$ cat config.mk
export PLATFORM = sky130hd
export DESIGN_NAME = line_refill_ctrl
export DESIGN_NICKNAME = d
export VERILOG_FILES = /design/src/rtl/line_refill_ctrl.sv
export SDC_FILE = /design/constraint.sdc
export NUM_CORES = 1
export LEC_CHECK = 0
export CAP_MARGIN = 20
export CORE_UTILIZATION = 40
export DETAILED_ROUTE_END_ITERATION = 16
export PLACE_DENSITY = 0.87
export SYNTH_ARGS = -nofsm -noshare
export SYNTH_HDL_FRONTEND = slang
export SYNTH_SLANG_ARGS = --single-unit
export TNS_END_PERCENT = 100
$ cat constraint.sdc
create_clock -name clk_i -period 1.7 [get_ports clk_i]
set_input_delay 0.255 -clock clk_i [delete_from_list [all_inputs] [get_ports clk_i]]
set_output_delay 0.255 -clock clk_i [all_outputs]
set_load 0.005 [all_outputs]
$ cat src/rtl/line_refill_ctrl.sv
`default_nettype none
// line_refill_ctrl: refills one cache line from word-wide main memory, one word read at a time.
// Build option LINE_REFILL_CRITICAL_WORD_FIRST_EN starts the fetch at the missed word.
module line_refill_ctrl #(
  parameter  int NrWordsPerLine = 4,
  localparam int LineSize       = 32 * NrWordsPerLine
) (
  input  logic                clk_i,
  input  logic                rstn_i,
  input  logic                mem_read_en_i,
  input  logic [31:0]         mem_addr_i,
  output logic                mem_read_valid_o,
  output logic [LineSize-1:0] mem_read_data_o,
  output logic                busy_o,
  output logic                word_req_o,
  output logic [31:0]         word_addr_o,
  input  logic                word_valid_i,
  input  logic [31:0]         word_data_i
);

  // Needs at least two words per line so idx/cnt are non-empty.
  localparam int IdxW = $clog2(NrWordsPerLine);
  localparam int OffW = IdxW + 2;

  typedef enum logic [1:0] {
    IDLE  = 2'd0,
    ISSUE = 2'd1,
    WAIT  = 2'd2,
    RESP  = 2'd3
  } state_t;

  state_t              state;
  state_t              state_next;
  logic [31:OffW]      base;
  logic [IdxW-1:0]     idx;
  logic [IdxW-1:0]     cnt;
  logic [IdxW-1:0]     start_idx;
  logic [LineSize-1:0] line_buf;
  logic                last_word;

`ifdef LINE_REFILL_CRITICAL_WORD_FIRST_EN
  assign start_idx = mem_addr_i[OffW-1:2];
  logic unused_addr_bits;
  assign unused_addr_bits = ^mem_addr_i[1:0];
`else
  assign start_idx = '0;
  logic unused_addr_bits;
  assign unused_addr_bits = ^mem_addr_i[OffW-1:0];
`endif

  assign last_word = (cnt == IdxW'(NrWordsPerLine - 1));

  always_ff @(posedge clk_i) begin
    if (!rstn_i) begin
      state <= IDLE;
    end else begin
      state <= state_next;
    end
  end

  always_comb begin
    state_next = state;
    case (state)
      IDLE:    if (mem_read_en_i) state_next = ISSUE;
      ISSUE:   state_next = WAIT;
      WAIT:    if (word_valid_i) state_next = last_word ? RESP : ISSUE;
      RESP:    state_next = IDLE;
      default: state_next = IDLE;
    endcase
  end

  always_ff @(posedge clk_i) begin
    if (!rstn_i) begin
      base     <= '0;
      idx      <= '0;
      cnt      <= '0;
      line_buf <= '0;
    end else begin
      case (state)
        IDLE: begin
          if (mem_read_en_i) begin
            base <= mem_addr_i[31:OffW];
            idx  <= start_idx;
            cnt  <= '0;
          end
        end
        WAIT: begin
          // Each word lands in its own slot regardless of fetch order.
          if (word_valid_i) begin
            line_buf[idx*32 +: 32] <= word_data_i;
            if (!last_word) begin
              cnt <= cnt + 1'b1;
              idx <= idx + 1'b1;
            end
          end
        end
        default: ;
      endcase
    end
  end

  assign busy_o           = (state != IDLE);
  assign word_req_o       = (state == ISSUE);
  assign word_addr_o      = (state == ISSUE) ? {base, idx, 2'b00} : 32'd0;
  assign mem_read_valid_o = (state == RESP);
  assign mem_read_data_o  = line_buf;

endmodule
`default_nettype wire

# --- Word-level counts from Yosys, hierarchy flattened ---
# Cells that the tools add are included.
totals:
  wordCells: 37
  ram_bits: 0
  in_bits: 68
  mem_count: 0
  register_bits: 162
  latch_bits: 0
  mem_bits_ro: 0
classes:
  n_eq_ne: 7
  order_cmp: 0
  n_shift: 2
  bitwise: 0
  add_sub_neg: 3
  n_reduce_logical: 7
  div_mod_pow: 0
  multipliers: 0
  muxes: 13
ops:
  columns: ["cell", "count"]
  rows:
  - ["bitwise mux 128 bit", 1]
  - ["variable shift 32 x 34 -> 128 bit, first input constant", 1]
  - ["indexed part select 32 x 34 -> 128 bit", 1]
  - ["negation 7 -> 34 bit", 1]
  - ["2-to-1 mux 32 bit", 1]
  - ["2-to-1 mux 2 bit", 8]
  - ["one-hot mux 2 bit (2 select lines)", 2]
  - ["one-hot mux 2 bit (4 select lines)", 1]
  - ["equality test 2 bit, second input constant", 3]
  - ["inequality test 2 bit, second input constant", 3]
  - ["AND reduction 2 bit", 3]
  - ["adder 2 x 1 -> 2 bit, second input constant", 2]
  - ["AND reduction 4 bit", 1]
  - ["nonzero test 2 bit", 2]
  - ["equality test 2 x 1 -> 1 bit, second input constant", 1]
  - ["logical NOT 2 bit", 1]

# --- Logic depth before layout (Yosys ltp) ---
# Gate-level depths: netlist (run 1).
depth:
  depth_word: 4
  mapped_depth: 7

# --- Worst setup path after synthesis (run 1) ---
# No wires, ideal clock.
synth_timing:
  path_kind: "reg-to-reg"
  start: "reg idx[0]"
  end: "reg line_buf[108], in the netlist mem_read_data_o[108]"
  setup_slack_ps: -8
  setup_ps: 70
  stages_incl_launch_ff: 7
  required_ps: 1630
  arrival_ps: 1638
  n_path_buf: 1
  path_cell_list: "dfxtp_1 inv_1 ha_1 nor3b_4 buf_4 nand3_1 a21boi_1"
synth_via:
  elab_chain_len: 3
synth_rtl:
  columns: ["item", "line_no", "rtl"]
  rows:
  - ["start, declared", "35", "logic [IdxW-1:0] idx;"]
  - ["start signal, assigned", "83", "idx <= start_idx;"]
  - ["start signal, assigned", "93", "idx <= idx + 1'b1;"]
  - ["negation 7 -> 34 bit *", "90", "line_buf[idx*32 +: 32] <= word_data_i;"]
  - ["indexed part select 32 x 34 -> 128 bit / variable shift 32 x 34 -> 128 bit (equally long branches)", "90", null]
  - ["bitwise mux 128 bit *", "90", null]
  - ["end signal, assigned by index", "90", null]
  - ["end, declared", "38", "logic [LineSize-1:0] line_buf;"]
# Every way passes the cells marked *; elsewhere a longest branch is shown, timed or not.
# A chain may end at the register's enable or synchronous reset.

# --- Worst setup path in the final report (run 1) ---
layout_timing:
  start: "reg state[0]"
  end: "out word_addr_o[20]"
layout_via:
  elab_chain_len: 2
layout_rtl:
  columns: ["item", "line_no", "rtl"]
  rows:
  - ["start, declared", "32", "state_t state;"]
  - ["start signal, assigned", "57", "state <= state_next;"]
  - ["equality test 2 x 1 -> 1 bit", "104", "assign word_addr_o = (state == ISSUE) ? {base, idx, 2'b00} : 32'd0;"]
  - ["2-to-1 mux 32 bit", "104", null]
  - ["end, declared", "16", "output logic [31:0] word_addr_o,"]
# Every way passes these cells.

==> out/qor_table.md, run 1 <==
| Group | Metric | This run |
| --- | --- | --- |
| clock tree | CTS tree | done |
| floorplan | Placeable core region | 0.01537 mm² |
| logic synthesis | Cell types with the largest area share after synthesis | sky130_fd_sc_hd__dfxtp_1 51%, sky130_fd_sc_hd__nand2_1 12%, sky130_fd_sc_hd__o22ai_1 5.6% |
| pwr | Power per standard cell area | 872.3 mW/mm² |
| placed design | RePlAce Congestion | 0.7589 |
| logic synthesis | Leading cell types by count after synthesis | 203 x sky130_fd_sc_hd__nand2_1, 162 x sky130_fd_sc_hd__dfxtp_1, 65 x sky130_fd_sc_hd__nand3_1 |
| global route | Global-route wire length before repair | 29.84 mm |
| placed design | DPL Wire Length | 13.08 mm |
| logic synthesis | Mean cell area of the mapped netlist | 8.809 µm² |
| logic synthesis | Cell with the most instances after synthesis | sky130_fd_sc_hd__nand2_1 |
| routing | Total via count in the routed design | 6020 |
| routing | TritonRoute pass-1 iters | 5 |
| setup path | Required time of the worst setup path | 1.44 ns |
| timing | Unrepaired setup endpoints after global routing | true |
| final layout | Proportion of layout cells with a drive suffix above 1 | 16.20% |
| clock tree | Cell chosen for the clock root | sky130_fd_sc_hd__clkbuf_16 |
| logic synthesis | Area leader, netlist | sky130_fd_sc_hd__dfxtp_1 |
| clock tree | Depth of the CTS H-tree | 4 |
| clock tree | Clock-pin slew on the worst setup and hold paths | 0.06 ns |
| clock tree | Worst-skew pair later-pin latency | 0.43 ns |
| timing | Final Max Slew Viols | 0 |
| status | Outcome | complete, but fails checks |
| clock tree | Sinks on the clock net | 162 |
| logic synthesis | Number of warnings issued by yosys | 0 |
| clock tree | Total of hold buffers inserted after clock tree synthesis | 0 |
| pwr | Static leakage | 0.003618 µW |
| floorplan | Total number of placement rows | 45 |
| logic synthesis | Fraction of synthesis flops using an asynchronous set or reset pin | 0% |
| logic synthesis | EDFF count, synth | 0 |
| timing | Setup violators final | 2 |
| flow run | Count of maximum capacitance violations | 0 |
| clock tree | Clock buffers created by TritonCTS | 17 |
| status | Violations in the final reports | setup timing |
| logic synthesis | Flip-flop cell with the highest count after synthesis | sky130_fd_sc_hd__dfxtp_1 |
| logic synthesis | Flop and latch count out of synthesis | 162 |
| logic synthesis | Sequential cell area fraction in the yosys report | 50.99% |
| floorplan | Die area | 0.01641 mm² |
| clock tree | Max clock buf depth | 2 |
| routing | Number of nets with antenna violations after detailed routing | 0 |
| timing | Timing-limited maximum frequency | 574.6 MHz |
| final layout | Cell area after layout | 0.009666 mm² |
| setup path | CP Data Arrival Time | 1.49 ns |
| setup path | CP Max Fanout | 8 |
| final layout | NumNets Final | 1030 |
| global route | Vias in the first global route | 5902 |
| routing | DRC violation total after the first TritonRoute iteration | 308 |
| setup path | Startpoint type of the worst setup path | flip-flop |
| placed design | Post-placement cell area | 0.008981 mm² |
| global route | Number of antenna violations at the first check in global routing | 0 |
| timing | Setup Skew | 0.01930 ns |
| timing | Smallest setup slack after layout | -0.04029 ns |
| logic synthesis | Area share of the largest cell type after synthesis | 50.99% |
| routing | Vias per std cell | 5.102 |
| floorplan | Initial cell density of the core | 41.38% |
| pwr | Peak ir drop on the vdd network | 662.5 µV |
| placed design | Port Buffers | 224 |
| floorplan | Width of the die | 128.1 µm |
| final layout | Antenna Diode Count | 0 |
| routing | WL per Instance | 15.92 µm |
| floorplan | Floorplan die height | 128.1 µm |
| global route | Pin count of the biggest net entering global routing | 61 |
| timing | Part of the cycle the worst path needs | 102.4% |
| logic synthesis | Number of instances in the synthesized netlist | 722 |
| timing | Final-report hold violation count | 0 |
| logic synthesis | Number of library cell types mapped by synthesis | 35 |
| global route | Overall overflow remaining after global route | 0 |
| timing | Final sum of negative setup slack | -0.07590 ns |
| routing | Sum of routed wire length over all layers | 18.79 mm |
| floorplan | # IOs | 231 |
| hold path | Path type of the worst min-delay path | primary input to flip-flop |
| final layout | Area growth from synthesis to layout | 51.98% |
| setup path | Sort of element at the end of the critical path | output port |
| global route | Global-route usage over all layers | 23.32% |
| logic synthesis | Area of the mapped netlist | 0.006360 mm² |
| setup path | CP Class | flip-flop to output port |
| routing | DRC violations left | 0 |
| timing | Final critical delay including setup and external delays | 1.740 ns |
==> layer usage <==
metal	track usage [%]	vias up	part of all wire, %
li1	-	2926	-
met1	28.24	2842	42
met2	38.17	221	48
met3	7.179	31	7.5
met4	10.10	0	2.6
met5	0	-	0
==> metrics by stage <==
step | setup WS (ns) | power (µW) | utilization [%] | cells | hold WS [ns]
after floorplan | 0.06009 | 4269 | - | 723 | 0.3898
after global placement | -0.07849 | 4616 | 58.43 | 1135 | 0.4364
after detailed placement | -0.1328 | 4629 | 58.43 | 1135 | 0.4408
after CTS | -0.08421 | 8491 | 62.40 | 1178 | 0.2058
after global routing | -0.08666 | 8745 | 62.88 | 1180 | 0.2202
final | -0.04029 | 8431 | 62.88 | 1180 | 0.2166
==> cells by family (layout without fill, tap and decap cells) <==
| logic type | count (synthesis) | count (layout) | synth area share [%] |
|---|---|---|---|
| DFF | 162 | 162 | 50.99 |
| AOI/OAI and AO/OA | 163 | 163 | 18.24 |
| other | 1 | 2 | 0.05896 |
| buffers and inverters | 68 | 314 | 5.922 |
| muxes | 1 | 1 | 0.1574 |
| and+or+nand+nor | 321 | 321 | 23.45 |
| adders and majority gates | 6 | 6 | 1.180 |
==> report_power, final <==
| group | internal (µW) | leakage [µW] | switching [µW] |
|---|---|---|---|
| sequential | 3860 | 0.00131 | 30.6 |
| clock | 2230 | 0.000287 | 1590 |
| combinational | 388 | 0.00202 | 331 |
==> critical path, stage by stage, from the launching register on <==
cell                      delay (ns)
sky130_fd_sc_hd__dfxtp_2        0.32
sky130_fd_sc_hd__nor2b_4        0.13
sky130_fd_sc_hd__buf_4          0.13
sky130_fd_sc_hd__buf_8          0.13
sky130_fd_sc_hd__buf_6          0.11
sky130_fd_sc_hd__and2_4         0.12
sky130_fd_sc_hd__buf_6          0.11
==> flip-flops by register name, summed over array words and instances (netlist names) <==
| signal | cells |
|---|---|
| cnt | 2 |
| state | 2 |
| mem_read_data_o | 128 |
| idx | 2 |
| base | 28 |
==> layout by cell type (no fill, tap or decap), drive strengths merged, types with 6 or more instances in the layout <==
master	instances
a21boi	76
and2	31
buf	88
clkbuf	20
clkdlybuf4s50	190
dfxtp	162
ha	6
inv	7
nand2	203
nand3	65
o21ai	16
o22ai	66
==> what timing repair did <==
item | in CTS | in global routing
setup endpoints to repair | 33 | 107
gates resized for setup | 141 | 27
buffers inserted | 9 | 3
pin swaps | 3 | 2
gates cloned | 2 | 1
endpoints found under the hold margin | 0 | 0
==> path summary, 6_finish.rpt <==
check | start | endpoint | slack (ns) | cells after the start
setup / recovery | state[0]$_SDFFE_PN0P_ | word_addr_o[20] | -0.04 | 6
hold / removal | rstn_i | state[1]$_SDFFE_PN0P_ | 0.22 | 2
setup reg to reg | state[1]$_SDFFE_PN0P_ | mem_read_data_o[88]$_SDFFE_PN0P_ | 0.07 | 7
hold reg to reg | mem_read_data_o[55]$_SDFFE_PN0P_ | mem_read_data_o[55]$_SDFFE_PN0P_ | 0.45 | 2
==> final cells by class <==
class                      instances  area [µm²]
multi-input combinational        493        2814
clock inverter                    13       148.9
sequential                       162        3246
clock buffer                      19       442.9
tap                              211       264.0
fill                            1275        5705
timing repair buffer             280        2743
inverter                           2       7.507
Power figures use the tool's default switching activity.
==> run 2, diff against run 1 <==
--- a/config.mk
+++ b/config.mk
@@ -6,6 +6,7 @@
 export NUM_CORES = 1
 export LEC_CHECK = 0
 export CAP_MARGIN = 20
+export CORE_MARGIN = 2
 export CORE_UTILIZATION = 40
 export DETAILED_ROUTE_END_ITERATION = 16
 export PLACE_DENSITY = 0.87
==> out/qor_table.md, run 2 (synthesized netlist as in run 1, its figures left out) <==
| Group | Metric | This run | vs previous |
| --- | --- | --- | --- |
| global route | Pin count of the biggest net entering global routing | 43 | -30% |
| final layout | Area taken by flip-flops and latches | 0.003246 mm² | unchanged |
| floorplan | Initial cell density of the core | 40.48% | -0.90 points |
| final layout | Commonest non-fill, non-tap cell in the layout | sky130_fd_sc_hd__nand2_1 |  |
| clock tree | Cell chosen for the clock root | sky130_fd_sc_hd__clkbuf_16 |  |
| timing | Setup violators final | 0 | -2 |
| final layout | NumNets Final | 1014 | -1.6% |
| setup path | Critical Path, Cell by Cell | nor2b_4 > buf_6 > buf_16 > and2_4 > buf_6 |  |
| pwr | Clock network fraction of total power | 45.9% | +0.6 points |
| pwr | Cell internal pwr | 6629 µW | +2.3% |
| setup path | Worst-path cell with the longest stage delay | sky130_fd_sc_hd__dfxtp_2 |  |
| routing | DRC violation total after the first TritonRoute iteration | 428 | +39% |
| floorplan | Total number of placement rows | 46 | +2.2% |
| global route | Global-route wire length before repair | 29.08 mm | -2.5% |
| floorplan | Placeable core region | 0.01571 mm² | +2.2% |
| floorplan | Width of the die | 130.1 µm | +1.6% |
| pwr | Combinational share of power | 8.3% | -0.2 points |
| clock tree | Total of hold buffers inserted after clock tree synthesis | 0 | unchanged |
| placed design | RePlAce Congestion | 0.8896 | +17% |
| setup path | Required time of the worst setup path | 1.44 ns | about the same |
| final layout | Most used cells in the layout excluding fill and tap cells | 203 x sky130_fd_sc_hd__nand2_1, 190 x sky130_fd_sc_hd__clkdlybuf4s50_1, 160 x sky130_fd_sc_hd__dfxtp_1, 65 x sky130_fd_sc_hd__nand3_1, 57 x sky130_fd_sc_hd__o22ai_1 |  |
| placed design | DPL Wire Length | 13.24 mm | +1.2% |
| timing | Final Max Slew Viols | 0 | unchanged |
| timing | Setup Skew | 0.008506 ns | -0.01080 ns |
| routing | DRC violations left | 0 | unchanged |
| setup path | Startpoint type of the worst setup path | flip-flop |  |
| timing | Smallest setup slack after layout | 0.02704 ns | +0.06733 ns |
| hold path | Path type of the worst min-delay path | primary input to flip-flop |  |
| timing | Timing-limited maximum frequency | 597.7 MHz | +4.0% |
| floorplan | Floorplan die height | 130.1 µm | +1.6% |
| pwr | Power spent charging and discharging nets | 1880 µW | -3.8% |
| final layout | Total of fill cells in the finished design | 1315 | +3.1% |
| timing | Final-report hold violation count | 0 | unchanged |
| pwr | Peak ir drop on the vdd network | 601.5 µV | -9.2% |
| placed design | Port Buffers | 224 | unchanged |
| timing | Unrepaired setup endpoints after global routing | true |  |
| routing | Vias per std cell | 5.126 | +0.48% |
| setup path | CP Max Fanout | 8 | unchanged |
| clock tree | CTS tree | done |  |
| setup path | Sort of element at the end of the critical path | output port |  |
| routing | TritonRoute pass-1 iters | 5 | unchanged |
| global route | Overall overflow remaining after global route | 0 | unchanged |
| clock tree | Sinks on the clock net | 162 | unchanged |
| setup path | CP Class | flip-flop to output port |  |
| status | Outcome | finished clean |  |
| final layout | Flip-flop count of the largest register after layout | 128 | unchanged |
| pwr | Part of the power in registers | 45.8% | -0.4 points |
| final layout | Proportion of layout cells with a drive suffix above 1 | 15.14% | -1.1 points |
| timing | Final sum of negative setup slack | 0 ns | +0.07590 ns |
| pwr | Static leakage | 0.003570 µW | -1.3% |
| placed design | Setup slack at placement | -0.08579 ns | +0.04697 ns |
| flow run | Count of maximum capacitance violations | 0 | unchanged |
| pwr | Power per standard cell area | 879.5 mW/mm² | +0.82% |
| clock tree | Worst-skew pair later-pin latency | 0.42 ns | about the same |
| setup path | Highest cell delay on the worst timing path | 0.33 ns | about the same |
| clock tree | Max clock buf depth | 2 | unchanged |
| routing | WL per Instance | 16.05 µm | +0.85% |
| routing | Sum of routed wire length over all layers | 18.74 mm | -0.26% |
| final layout | Area growth from synthesis to layout | 52.13% |  |
| global route | Global-route usage over all layers | 21.93% | -1.4 points |
| clock tree | Clock buffers created by TritonCTS | 17 | unchanged |
| global route | Number of antenna violations at the first check in global routing | 0 | unchanged |
| pwr | Fraction of power spent switching nets | 22.10% | -1.1 points |
| pwr | Post-layout total power | 8510 µW | +0.93% |
| floorplan | # IOs | 231 | unchanged |
| setup path | Family with the most delay on the worst path | buffers and inverters |  |
| routing | Total via count in the routed design | 5982 | -0.63% |
| final layout | Multi-input gate area | 0.002833 mm² | +0.67% |
| floorplan | Die area | 0.01692 mm² | +3.1% |
| global route | Vias in the first global route | 5712 | -3.2% |
| final layout | Cell area after layout | 0.009676 mm² | +0.10% |
| placed design | Post-placement cell area | 0.008892 mm² | -0.99% |
| clock tree | Clock-pin slew on the worst setup and hold paths | 0.06 ns | about the same |
| timing | Final critical delay including setup and external delays | 1.673 ns | -0.06733 ns |
| final layout | Antenna Diode Count | 0 | unchanged |
| timing | Part of the cycle the worst path needs | 98.41% | -4.0 points |
| setup path | Most used cell along the critical path | sky130_fd_sc_hd__buf_6 |  |
| routing | Number of nets with antenna violations after detailed routing | 0 | unchanged |
| setup path | Worst Path Buf+Inv | 3 | -1 |
| setup path | CP Data Arrival Time | 1.42 ns | -0.07 ns |
| clock tree | Depth of the CTS H-tree | 4 | unchanged |
run 2: power by group through the flow:
stage	sequential (µW)	clock [µW]	combinational, µW
finish	3900	3900	710
CTS	3890	3970	671
global route	3900	4140	769
global placement	3970	0	638
detailed placement	3980	0	646
floorplan	3970	0	299
run 2: what timing repair did:
| action | 4_1_cts | 5_1_grt |
|---|---|---|
| buffers inserted | 3 | 0 |
| resized for setup | 138 | 49 |
| gates cloned | 2 | 1 |
| endpoints found under the setup margin | 33 | 61 |
| pin swaps | 0 | 15 |
run 2: path summary, 6_finish.rpt:
check	from	to	slack, ns	depth (start not counted)
setup reg to reg	idx[0]$_SDFFE_PN0P_	mem_read_data_o[99]$_SDFFE_PN0P_	0.15	6
hold reg to reg	mem_read_data_o[124]$_SDFFE_PN0P_	mem_read_data_o[124]$_SDFFE_PN0P_	0.45	2
setup / recovery	state[0]$_SDFFE_PN0P_	word_addr_o[9]	0.03	5
hold / removal	rstn_i	mem_read_data_o[88]$_SDFFE_PN0P_	0.30	3
run 2: per-stage QoR:
stage	std cells	hold WS [ns]	utilization, %
floorplan	723	0.3898	-
global placement	1131	0.4363	56.59
detailed placement	1131	0.4413	56.59
CTS	1166	0.2894	60.12
global route	1167	0.3082	61.58
finish	1167	0.3025	61.58
run 2: tightest hold or removal path: cells and delay by family:
| family | cells | cell delay (ns) |
|---|---|---|
| buffers and inverters | 1 | 0.23 |
| AND/OR/NAND/NOR | 1 | 0.11 |
| AO/OA/AOI/OAI | 1 | 0.06 |
run 2: layer usage:
metal,vias to the layer above,wire length [µm],track usage (%)
li1,2888,-,-
met1,2829,7517,26.71
met2,241,9167,36.93
met3,24,1696,6.642
met4,0,354,7.653
met5,-,0,0
run 2: layout make-up:
class | count | area share, %
Multi-Input combinational cell | 493 | 29.28
Clock inverter | 11 | 1.591
Inverter | 2 | 0.07759
Timing Repair Buffer | 264 | 28.04
Sequential cell | 162 | 33.54
Clock buffer | 19 | 4.681
Tap cell | 216 | 2.793
==> run 3, diff against run 2 <==
--- a/config.mk
+++ b/config.mk
@@ -5,9 +5,10 @@
 export SDC_FILE = /design/constraint.sdc
 export NUM_CORES = 1
 export LEC_CHECK = 0
+export ABC_AREA = 1
 export CAP_MARGIN = 20
 export CORE_MARGIN = 2
-export CORE_UTILIZATION = 40
+export CORE_UTILIZATION = 43
 export DETAILED_ROUTE_END_ITERATION = 16
 export PLACE_DENSITY = 0.87
 export SYNTH_ARGS = -nofsm -noshare
==> out/qor_table.md, run 3 <==
| Group | Metric | This run | vs previous |
| --- | --- | --- | --- |
| clock tree | Cell chosen for the clock root | sky130_fd_sc_hd__clkbuf_16 |  |
| setup path | CP Data Arrival Time | 1.39 ns | -0.03 ns |
| floorplan | # IOs | 231 | unchanged |
| routing | Vias per std cell | 4.617 | -9.9% |
| timing | Unrepaired setup endpoints after global routing | true |  |
| global route | Global-route wire length before repair | 36.88 mm | +27% |
| timing | Smallest setup slack after layout | 0.05330 ns | +0.02626 ns |
| setup path | Sort of element at the end of the critical path | output port |  |
| routing | Number of nets with antenna violations after detailed routing | 0 | unchanged |
| logic synthesis | Sequential cell area fraction in the yosys report | 40.51% | -10 points |
| routing | DRC violation total after the first TritonRoute iteration | 556 | +30% |
| clock tree | Clock buffers created by TritonCTS | 17 | unchanged |
| final layout | Area growth from synthesis to layout | 40.83% |  |
| logic synthesis | Cell with the most instances after synthesis | sky130_fd_sc_hd__nand2_1 |  |
| routing | WL per Instance | 13.01 µm | -19% |
| clock tree | Depth of the CTS H-tree | 4 | unchanged |
| clock tree | CTS tree | done |  |
| placed design | DPL Wire Length | 16.07 mm | +21% |
| global route | GR Util met1 | 28.69% | +2.0 points |
| setup path | Highest cell delay on the worst timing path | 0.32 ns | about the same |
| logic synthesis | Flip-flop cell with the highest count after synthesis | sky130_fd_sc_hd__dfxtp_1 |  |
| floorplan | Die area | 0.01973 mm² | +17% |
| setup path | Worst-path cell with the longest stage delay | sky130_fd_sc_hd__dfxtp_2 |  |
| logic synthesis | Area share of the largest cell type after synthesis | 40.51% | -10 points |
| timing | Setup Skew | 0.01076 ns | +0.002255 ns |
| routing | TritonRoute pass-1 iters | 5 | unchanged |
| setup path | CP Max Fanout | 5 | -3 |
| clock tree | Max clock buf depth | 2 | unchanged |
| logic synthesis | Area of the mapped netlist | 0.008006 mm² | +26% |
| logic synthesis | Number of instances in the synthesized netlist | 1334 | +85% |
| routing | Total via count in the routed design | 8227 | +38% |
| final layout | NumNets Final | 1616 | +59% |
| logic synthesis | Fraction of synthesis flops using an asynchronous set or reset pin | 0% | unchanged |
| final layout | Proportion of layout cells with a drive suffix above 1 | 9.466% | -5.7 points |
| setup path | Worst Path Buf+Inv | 4 | +1 |
| logic synthesis | Mean cell area of the mapped netlist | 6.002 µm² | -32% |
| setup path | Required time of the worst setup path | 1.44 ns | about the same |
| global route | GRT Max-Usage Layer | met2 |  |
| floorplan | Placeable core region | 0.01809 mm² | +15% |
| global route | Pin count of the biggest net entering global routing | 64 | +49% |
| placed design | Setup slack at placement | 0.02869 ns | +0.1145 ns |
| global route | Overall overflow remaining after global route | 0 | unchanged |
| pwr | Power per standard cell area | 832.2 mW/mm² | -5.4% |
| clock tree | Sinks on the clock net | 162 | unchanged |
| timing | Timing-limited maximum frequency | 607.3 MHz | +1.6% |
| timing | Final Max Slew Viols | 0 | unchanged |
| logic synthesis | Number of warnings issued by yosys | 0 | unchanged |
| timing | Part of the cycle the worst path needs | 96.86% | -1.5 points |
| logic synthesis | Flop and latch count out of synthesis | 162 | unchanged |
| clock tree | Worst-skew pair later-pin latency | 0.42 ns | about the same |
| placed design | RePlAce Congestion | 0.8777 | -1.3% |
| final layout | Most used cells in the layout excluding fill and tap cells | 465 x sky130_fd_sc_hd__nand2_1, 273 x sky130_fd_sc_hd__inv_1, 190 x sky130_fd_sc_hd__clkdlybuf4s50_1, 159 x sky130_fd_sc_hd__dfxtp_1, 152 x sky130_fd_sc_hd__nor2_1 |  |
| global route | Met2 Use GR | 37.49% | +0.56 points |
| global route | Vias in the first global route | 7525 | +32% |
| placed design | Port Buffers | 224 | unchanged |
| final layout | End-of-flow core utilization | 62.35% | +0.77 points |
| logic synthesis | Cell types with the largest area share after synthesis | sky130_fd_sc_hd__dfxtp_1 41%, sky130_fd_sc_hd__nand2_1 22%, sky130_fd_sc_hd__inv_1 13% |  |
| final layout | Total of fill cells in the finished design | 1582 | +20% |
| status | Outcome | finished clean |  |
| routing | DRC violations left | 0 | unchanged |
| logic synthesis | EDFF count, synth | 0 | unchanged |
| floorplan | Width of the die | 140.5 µm | +8.0% |
| setup path | CP Class | flip-flop to output port |  |
| global route | Global-route usage over all layers | 23.01% | +1.1 points |
| floorplan | Total number of placement rows | 49 | +6.5% |
| floorplan | Initial cell density of the core | 44.27% | +3.8 points |
| final layout | Antenna Diode Count | 0 | unchanged |
| final layout | Flip-flop count of the largest register after layout | 128 | unchanged |
| final layout | Commonest non-fill, non-tap cell in the layout | sky130_fd_sc_hd__nand2_1 |  |
| timing | Setup violators final | 0 | unchanged |
| setup path | Family with the most delay on the worst path | buffers and inverters |  |
| flow run | Count of maximum capacitance violations | 0 | unchanged |
| logic synthesis | Leading cell types by count after synthesis | 466 x sky130_fd_sc_hd__nand2_1, 276 x sky130_fd_sc_hd__inv_1, 169 x sky130_fd_sc_hd__nor2_1 |  |
| floorplan | Floorplan die height | 140.5 µm | +8.0% |
| routing | Sum of routed wire length over all layers | 23.18 mm | +24% |
| pwr | Static leakage | 0.005172 µW | +45% |
| logic synthesis | Number of library cell types mapped by synthesis | 20 | -43% |
| setup path | Startpoint type of the worst setup path | flip-flop |  |
| timing | Worst Hold Slack | 0.2507 ns | -0.05173 ns |
| setup path | Critical Path, Cell by Cell | inv_2 > nand2_4 > buf_16 > buf_4 > nor2_1 > buf_2 |  |
| logic synthesis | Area leader, netlist | sky130_fd_sc_hd__dfxtp_1 |  |
| clock tree | Total of hold buffers inserted after clock tree synthesis | 0 | unchanged |
| pwr | Peak ir drop on the vdd network | 751.9 µV | +25% |
| hold path | Path type of the worst min-delay path | primary input to flip-flop |  |
| timing | Final critical delay including setup and external delays | 1.647 ns | -0.02626 ns |
| clock tree | Clock-pin slew on the worst setup and hold paths | 0.06 ns | about the same |
| global route | Met3 capacity usage during global routing | 6.393% | -0.25 points |
| timing | Final-report hold violation count | 0 | unchanged |
| global route | Number of antenna violations at the first check in global routing | 0 | unchanged |
## run 3: cell count changes after synthesis, moves of 32 or more
cell | before | now
sky130_fd_sc_hd__a21boi_1 | 45 | 0
sky130_fd_sc_hd__inv_1 | 2 | 276
sky130_fd_sc_hd__a21oi_1 | 1 | 33
sky130_fd_sc_hd__nand2_1 | 203 | 466
sky130_fd_sc_hd__nor2_1 | 0 | 169
sky130_fd_sc_hd__o22ai_1 | 57 | 0
## run 3: area by class of cell
| class | instances | area, µm² | share of cell area, % |
|---|---|---|---|
| sequential | 162 | 3247 | 28.79 |
| inverter | 292 | 1096 | 9.720 |
| multi-input combinational | 806 | 3387 | 30.04 |
| tap | 229 | 286.5 | 2.541 |
| clock buffer | 24 | 471.7 | 4.183 |
| timing repair buffer | 263 | 2683 | 23.79 |
| clock inverter | 6 | 105.1 | 0.9321 |
## run 3: where the power goes
part,switching [µW],internal (µW)
combinational,870,670
clock,1500,2370
sequential,53.1,3920
## run 3: final timing paths
path	startpoint	endpoint	slack [ns]	cells past startpoint
max reg2reg	idx[1]$_SDFFE_PN0P_	mem_read_data_o[89]$_SDFFE_PN0P_	0.09	10
max	state[1]$_SDFFE_PN0P_	word_addr_o[3]	0.05	6
min reg2reg	base[5]$_SDFFE_PN0P_	base[5]$_SDFFE_PN0P_	0.45	2
min	rstn_i	cnt[1]$_SDFFE_PN0P_	0.25	3
## run 3: cells by family after synthesis
group                      count (synthesis)  share of synthesized area, %
AOI/OAI and AO/OA                         61                         3.813
adders and majority gates                  6                        0.9376
buffers and inverters                    367                         18.17
DFF                                      162                         40.51
other                                      1                       0.04684
and+or+nand+nor                          737                         36.52
## run 3: repair_timing
item / CTS / global route
setup endpoints to repair: 33 / 88
setup buffers: 4 / 2
gates resized for setup: 126 / 22
pin swaps: 1 / 2
gates cloned: 1 / 2
## run 3: routing by layer
metal / part of all wire, % / vias to the layer above / routed length, µm
li1: - / 4242 / -
met4: 3.2 / 0 / 752
met2: 47 / 337 / 10810
met3: 8.6 / 54 / 1994
met1: 42 / 3594 / 9625
met5: 0 / - / 0
## run 3: worst register-to-register path, stage by stage (launching register included)
cell                        delay [ns]
sky130_fd_sc_hd__dfxtp_2          0.37
sky130_fd_sc_hd__inv_2            0.08
sky130_fd_sc_hd__ha_4             0.31
sky130_fd_sc_hd__inv_2            0.05
sky130_fd_sc_hd__nor2_4           0.12
sky130_fd_sc_hd__buf_12           0.14
sky130_fd_sc_hd__clkbuf_16        0.17
sky130_fd_sc_hd__nand3_1          0.07
sky130_fd_sc_hd__nand2_1          0.08
sky130_fd_sc_hd__nand2_1          0.06
sky130_fd_sc_hd__nor2_1           0.10
## run 3: per-stage QoR
stage | std cells | area [µm²] | TNS (ns) | total power, µW
global route | 1782 | 11280 | -0.002192 | 9762
detailed placement | 1744 | 10630 | 0 | 5516
CTS | 1779 | 11180 | -0.3562 | 9385
global placement | 1744 | 10630 | 0 | 5482
finish | 1782 | 11280 | 0 | 9384
floorplan | 1335 | 8025 | 0 | 4875
